===== src/rtl/serial_pattern_gen.sv =====
// Serial pattern generator: shifts a latched pattern out MSB-first, one bit per
// tick, with start/busy/done handshake, repeat mode and abort.
module serial_pattern_gen #(
  parameter int MCNT  = 2_500_000,
  parameter int CNT_W = 22,
  parameter int PAT_W = 16
) (
  input  logic             clk,
  input  logic             rst_n,
  input  logic             start,
  input  logic             stop,
  input  logic [PAT_W-1:0] pattern,
  input  logic [4:0]       len,
  input  logic             repeat_en,
  output logic             tick,
  output logic             dout,
  output logic             busy,
  output logic             done,
  output logic             err
);

  localparam int IDX_W = (PAT_W > 1) ? $clog2(PAT_W) : 1;

  typedef enum logic [2:0] {
    IDLE  = 3'b001,
    ARM   = 3'b010,
    SHIFT = 3'b100
  } state_t;

  state_t           state;
  logic [CNT_W-1:0] cnt;
  logic [PAT_W-1:0] pat_q;
  logic [4:0]       len_q;
  logic             rep_q;
  logic [IDX_W-1:0] idx;
  logic [IDX_W-1:0] top_idx;
  logic             len_ok;

  // Free-running time base, shared phase with the downstream detector.
  assign tick = (cnt == CNT_W'(MCNT - 1));

  always_ff @(posedge clk or negedge rst_n) begin
    if (!rst_n) cnt <= '0;
    else        cnt <= tick ? '0 : cnt + 1'b1;
  end

  assign top_idx = IDX_W'(len_q - 5'd1);
  assign len_ok  = (len != 5'd0) && (int'(len) <= PAT_W);

  always_ff @(posedge clk or negedge rst_n) begin
    if (!rst_n) begin
      state <= IDLE;
      pat_q <= '0;
      len_q <= '0;
      rep_q <= 1'b0;
      idx   <= '0;
      dout  <= 1'b0;
      busy  <= 1'b0;
      done  <= 1'b0;
      err   <= 1'b0;
    end else begin
      done <= 1'b0;
      err  <= 1'b0;
      unique case (state)
        IDLE: begin
          if (start && !stop) begin
            if (len_ok) begin
              pat_q <= pattern;
              len_q <= len;
              rep_q <= repeat_en;
              busy  <= 1'b1;
              state <= ARM;
            end else begin
              err <= 1'b1;
            end
          end
        end
        ARM: begin
          if (stop) begin
            dout  <= 1'b0;
            busy  <= 1'b0;
            state <= IDLE;
          end else if (tick) begin
            dout  <= pat_q[top_idx];
            idx   <= top_idx;
            state <= SHIFT;
          end
        end
        SHIFT: begin
          if (stop) begin
            dout  <= 1'b0;
            busy  <= 1'b0;
            state <= IDLE;
          end else if (tick) begin
            if (idx != '0) begin
              idx  <= idx - 1'b1;
              dout <= pat_q[idx - 1'b1];
            end else if (rep_q) begin
              // Wrap straight into the next frame with no idle bit.
              idx  <= top_idx;
              dout <= pat_q[top_idx];
            end else begin
              dout  <= 1'b0;
              busy  <= 1'b0;
              done  <= 1'b1;
              state <= IDLE;
            end
          end
        end
        default: begin
          dout  <= 1'b0;
          busy  <= 1'b0;
          state <= IDLE;
        end
      endcase
    end
  end

endmodule


===== config.mk =====
export PLATFORM = sky130hd
export DESIGN_NAME = serial_pattern_gen
export DESIGN_NICKNAME = d
export VERILOG_FILES = /design/src/rtl/serial_pattern_gen.sv
export SDC_FILE = /design/constraint.sdc
export NUM_CORES = 1
export LEC_CHECK = 0
export BUFFER_PORTS_ARGS = -buffer_cell sky130_fd_sc_hd__buf_4
export CAP_MARGIN = 40
export CORE_UTILIZATION = 60
export CTS_BUF_LIST = sky130_fd_sc_hd__clkbuf_8
export DETAILED_ROUTE_END_ITERATION = 8
export PLACE_DENSITY = 0.86
export SYNTH_ARGS = -nofsm -noshare
export SYNTH_HDL_FRONTEND = slang
export SYNTH_SLANG_ARGS = --single-unit

===== constraint.sdc =====
create_clock -name clk -period 5.9 [get_ports clk]
set_input_delay 0.885 -clock clk [delete_from_list [all_inputs] [get_ports clk]]
set_output_delay 0.885 -clock clk [all_outputs]
set_load 0.005 [all_outputs]

After elaboration in Yosys (flattened, before gate mapping)
Cells that the tools add are included.
{"block": "totals", "in_bits": 26, "out_inout_bits": 5, "regBits": 54, "wordCells": 88}
{"block": "classes", "addsub": 3, "magnitude_cmp": 3, "muxes": 44, "bitwise": 1, "n_reduce_logical": 11, "n_eq_ne": 16}
{"op": "$mux 3", "n": 8}
{"op": "$mux 4", "n": 6}
{"op": "$mux 1", "n": 23}
{"op": "$add 22x1->22 const B", "n": 1}
{"op": "$eq 22x22->1 const B", "n": 1}
{"op": "$mux 22", "n": 1}
{"op": "$reduce_and 6->1", "n": 3}
{"op": "$ne 3x3->1 const B", "n": 5}
{"op": "$ne 2x2->1 const B", "n": 7}
{"op": "$lt 4x5->1 const B", "n": 2}
{"op": "$pmux 3 s3", "n": 1}
{"op": "$bmux 1 s4", "n": 2}
{"op": "$pmux 4 s2", "n": 1}
{"op": "$sub 4x1->4 const B", "n": 2}
{"op": "$pmux 1 s3", "n": 2}
{"op": "$reduce_and 3->1", "n": 2}
{"op": "$le 5x5->1 const B", "n": 1}
{"op": "$reduce_bool 5->1", "n": 1}
{"op": "$reduce_bool 4->1", "n": 1}
{"op": "$eq 3x1->1 const B", "n": 1}
{"op": "$eq 3x2->1 const B", "n": 1}
{"op": "$eq 3x3->1 const B", "n": 1}
{"op": "$logic_and 1x1->1", "n": 2}
{"op": "$reduce_bool 2->1", "n": 1}
{"op": "2 further kinds", "n": 2}

Depth between registers and ports, before layout
{"block": "logic_depth", "ltp_word": 8, "depth_mapped": 9, "ltp_nobuf": 7}

Least setup slack after synthesis
No wires, ideal clock.
{"block": "synth_path", "path_type": "register -> output", "from": "reg cnt[0]", "to": "out tick", "arrival_ns": 1.605, "t_required_ns": 5.015, "slack_ns": 3.410, "path_stages_with_launch": 6, "n_path_buf": 1, "path_cell_list": "dfrtp_1 > ha_1 > nand4_2 > nor4_4 > and2_1 > buf_2"}
{"block": "synth_via", "elab_chain_len": 1}
{"element": "from (decl)", "line": "31", "text": "logic [CNT_W-1:0] cnt;"}
{"element": "from (signal assigned)", "line": "44", "text": "else cnt <= tick ? '0 : cnt + 1'b1;"}
{"element": "$eq 22x22->1", "line": "40", "text": "assign tick = (cnt == CNT_W'(MCNT - 1));"}
{"element": "to (decl)", "line": "15", "text": "output logic tick,"}
No other way between the ends.

Final worst setup path
Ends and elaborated chain as after synthesis.

==> out/results.ini <==
[floorplanning]
dieArea_mm2=0.00506
rows=24
start_util=0.640
die_w_um=71.1
die_h_um=71.1
core_mm2=0.00447
io_pins=31

[setup_path]
path_class=reg -> out
worstPathArrival_ns=2.41
cp_max_fo=14
startpoint_type=flop
required_ns=5.02
setup.worst_path.end_class=output port

[timing]
setup_viol=0
skew_ns=0.00897
finalSetupTns_ns=0
slew_violations=0
worst_slew_pin_slew_ns=0.655
fin_crit_sh=0.558
hold_viol=0
slew_headroom=0.563
holdWs_ns=0.510
fin_crit_ns=3.29
clock.fmax_ghz=0.304
rsz0062_at_grt=false

[clock_network]
root_buffer=clkbuf_8
cts_max_level=2
cts-resized-gates=0
insertion_delay_ns=0.30
cts_tree=built
clk_path_buf_depth=2
cts_setup_buffers=0
clock-sinks=54
cts_hold_buf=0
cts_inserted_buffers=5
clk_pin_slew_ns=0.09

[layout]
final_common_cell=dfrtp_1
syn_to_final_growth_pct=12.4
layout_common_cells=53 x dfrtp_1, 30 x buf_4, 19 x mux2_2
antenna_cells=0
drive_above_1_share=0.272
final_nets=304
final_area_mm2=0.00322

[logic_synthesis]
ys.flop_type=dfrtp_1
synth_fa_ha_area_frac=0.0131
synth-edff-count=0
synth_fp_nets=276
synthCells=247
muxShareOfSynthArea=0.157
synth_compound_area_frac=0.0751
synth_area_mm2=0.00287
synth_cell_types=50
synth_xor_xnor_area_share=0.0703
synthArstFlopShare=1.00
synth_top_family_by_area=simple AND/OR/NAND/NOR gates
ys.warnings.count=0
synthSimpleGateAreaFrac=0.187
synth.avg_cell_area_um2=11.6
ys_seq_elements=54
synth.yosys.seq_area_share=0.472

[detailed_routing]
drt_wl_total_mm=5.42
wl_per_cell_um=16.5
vias=2027
drt_iter0_markers=224
firstDrtPassIters=6
drc=0
vias_per_cell=6.18
ant_nets=0

[pwr]
peakVddDrop_v=0.000214
cellPowerDensity_mw_per_mm2=263
power.total_mw=0.845
p_leak_nw=1.46

[global_routing]
grt_antenna_before_repair=0
grt_pass1_wl_mm=9.56
grt_overflow=0
grt_start_max_net_pins=55
grt.total_usage=0.246
grt_pass1_vias=1991

[placed_design]
dp_hpwl_mm=3.67
portBuffers=30
post_dp_cell_area_mm2=0.00311
finalWeightedCongestion=0.876

[status]
run_status=complete, no violations

[min_path]
hold_path.class=reg -> reg

[run]
cap_violations=0

==> metal layers <==
metal / global-route usage / vias to the layer above / part of all wire / routed length (um)
met4: 0.0778 / 0 / 0.017 / 94
li1: - / 956 / - / -
met5: 0 / - / 0 / 0
met3: 0.0484 / 9 / 0.039 / 213
met1: 0.343 / 1007 / 0.46 / 2470
met2: 0.395 / 55 / 0.49 / 2650
==> synthesized netlist by cell type (all sizes together), types with 2 or more instances <==
cell / count / area, um^2
xor2: 12 / 105
nor4: 7 / 80.1
nor2: 18 / 67.6
nor3: 6 / 30.0
nand2: 12 / 45.0
nand4: 5 / 52.6
nand2b: 3 / 18.8
o31a: 2 / 17.5
inv: 5 / 18.8
a21oi: 7 / 35.0
a211oi: 4 / 35.0
mux2: 21 / 236
a21o: 2 / 15.0
buf: 8 / 46.3
dfrtp: 53 / 1330
o21ai: 7 / 35.0
xnor2: 11 / 96.3
ha: 3 / 37.5
nand3: 17 / 90.1
mux4: 9 / 203
o31ai: 3 / 22.5
and3: 5 / 31.3
or3: 3 / 18.8
clkbuf: 2 / 7.51
nor2b: 4 / 25.0
nor3b: 3 / 22.5
==> sequential cells by signal, summed over array words and instances, names as in the netlist <==
register,count
pat_q,16
err,1
idx,4
dout,1
len_q,4
rep_q,1
cnt,22
done,1
busy,1
state,3
==> cell type report <==
type,count,area [um^2]
fill,298,1250
clock inverter,3,37.5
sequential,54,1350
clock buffer,5,68.8
inverter,5,18.8
timing repair buffer,31,236
tap,52,65.1
multi-input combinational,178,1440
==> through the flow <==
step / worst slack, ns / util / cells
finish: 2.61 / 0.720 / 328
global route: 2.44 / 0.720 / 328
CTS: 2.60 / 0.720 / 328
detailed placement: 2.93 / 0.696 / 320
global placement: 2.61 / 0.693 / 319
floorplan: 3.41 / - / 247
==> final timing paths <==
path,startpoint,end,slack [ns],cells past startpoint
max,cnt[0],tick,2.61,5
min,dout,dout,0.51,2
max reg2reg,len_q[0],dout,3.53,6
min reg2reg,dout,dout,0.51,2
max in group asynchronous,rst_n,rep_q,4.85,1
min in group asynchronous,rst_n,cnt[16],0.60,1
==> worst max-delay path, cell delays in order, from the launching register on <==
cell,delay (ns)
dfrtp_1,0.41
ha_1,0.26
nand4_2,0.23
nor4_4,0.42
and2_1,0.56
buf_4,0.21
==> kinds of logic (layout without fill, tap and decap cells) <==
family          Yosys count  in the layout
xor+xnor                 23             23
compound gates           31             31
fa+ha+maj                 3              3
mux                      31             31
flops                    54             54
buf+inv                  15             44
simple gates             90             90
==> report_power, final <==
part,internal [mW],switching [mW]
Sequential,0.411,0.0370
Combinational,0.105,0.0592
Clock,0.124,0.110
Total,0.639,0.206
Note: power is estimated with default switching activity, not from simulation.
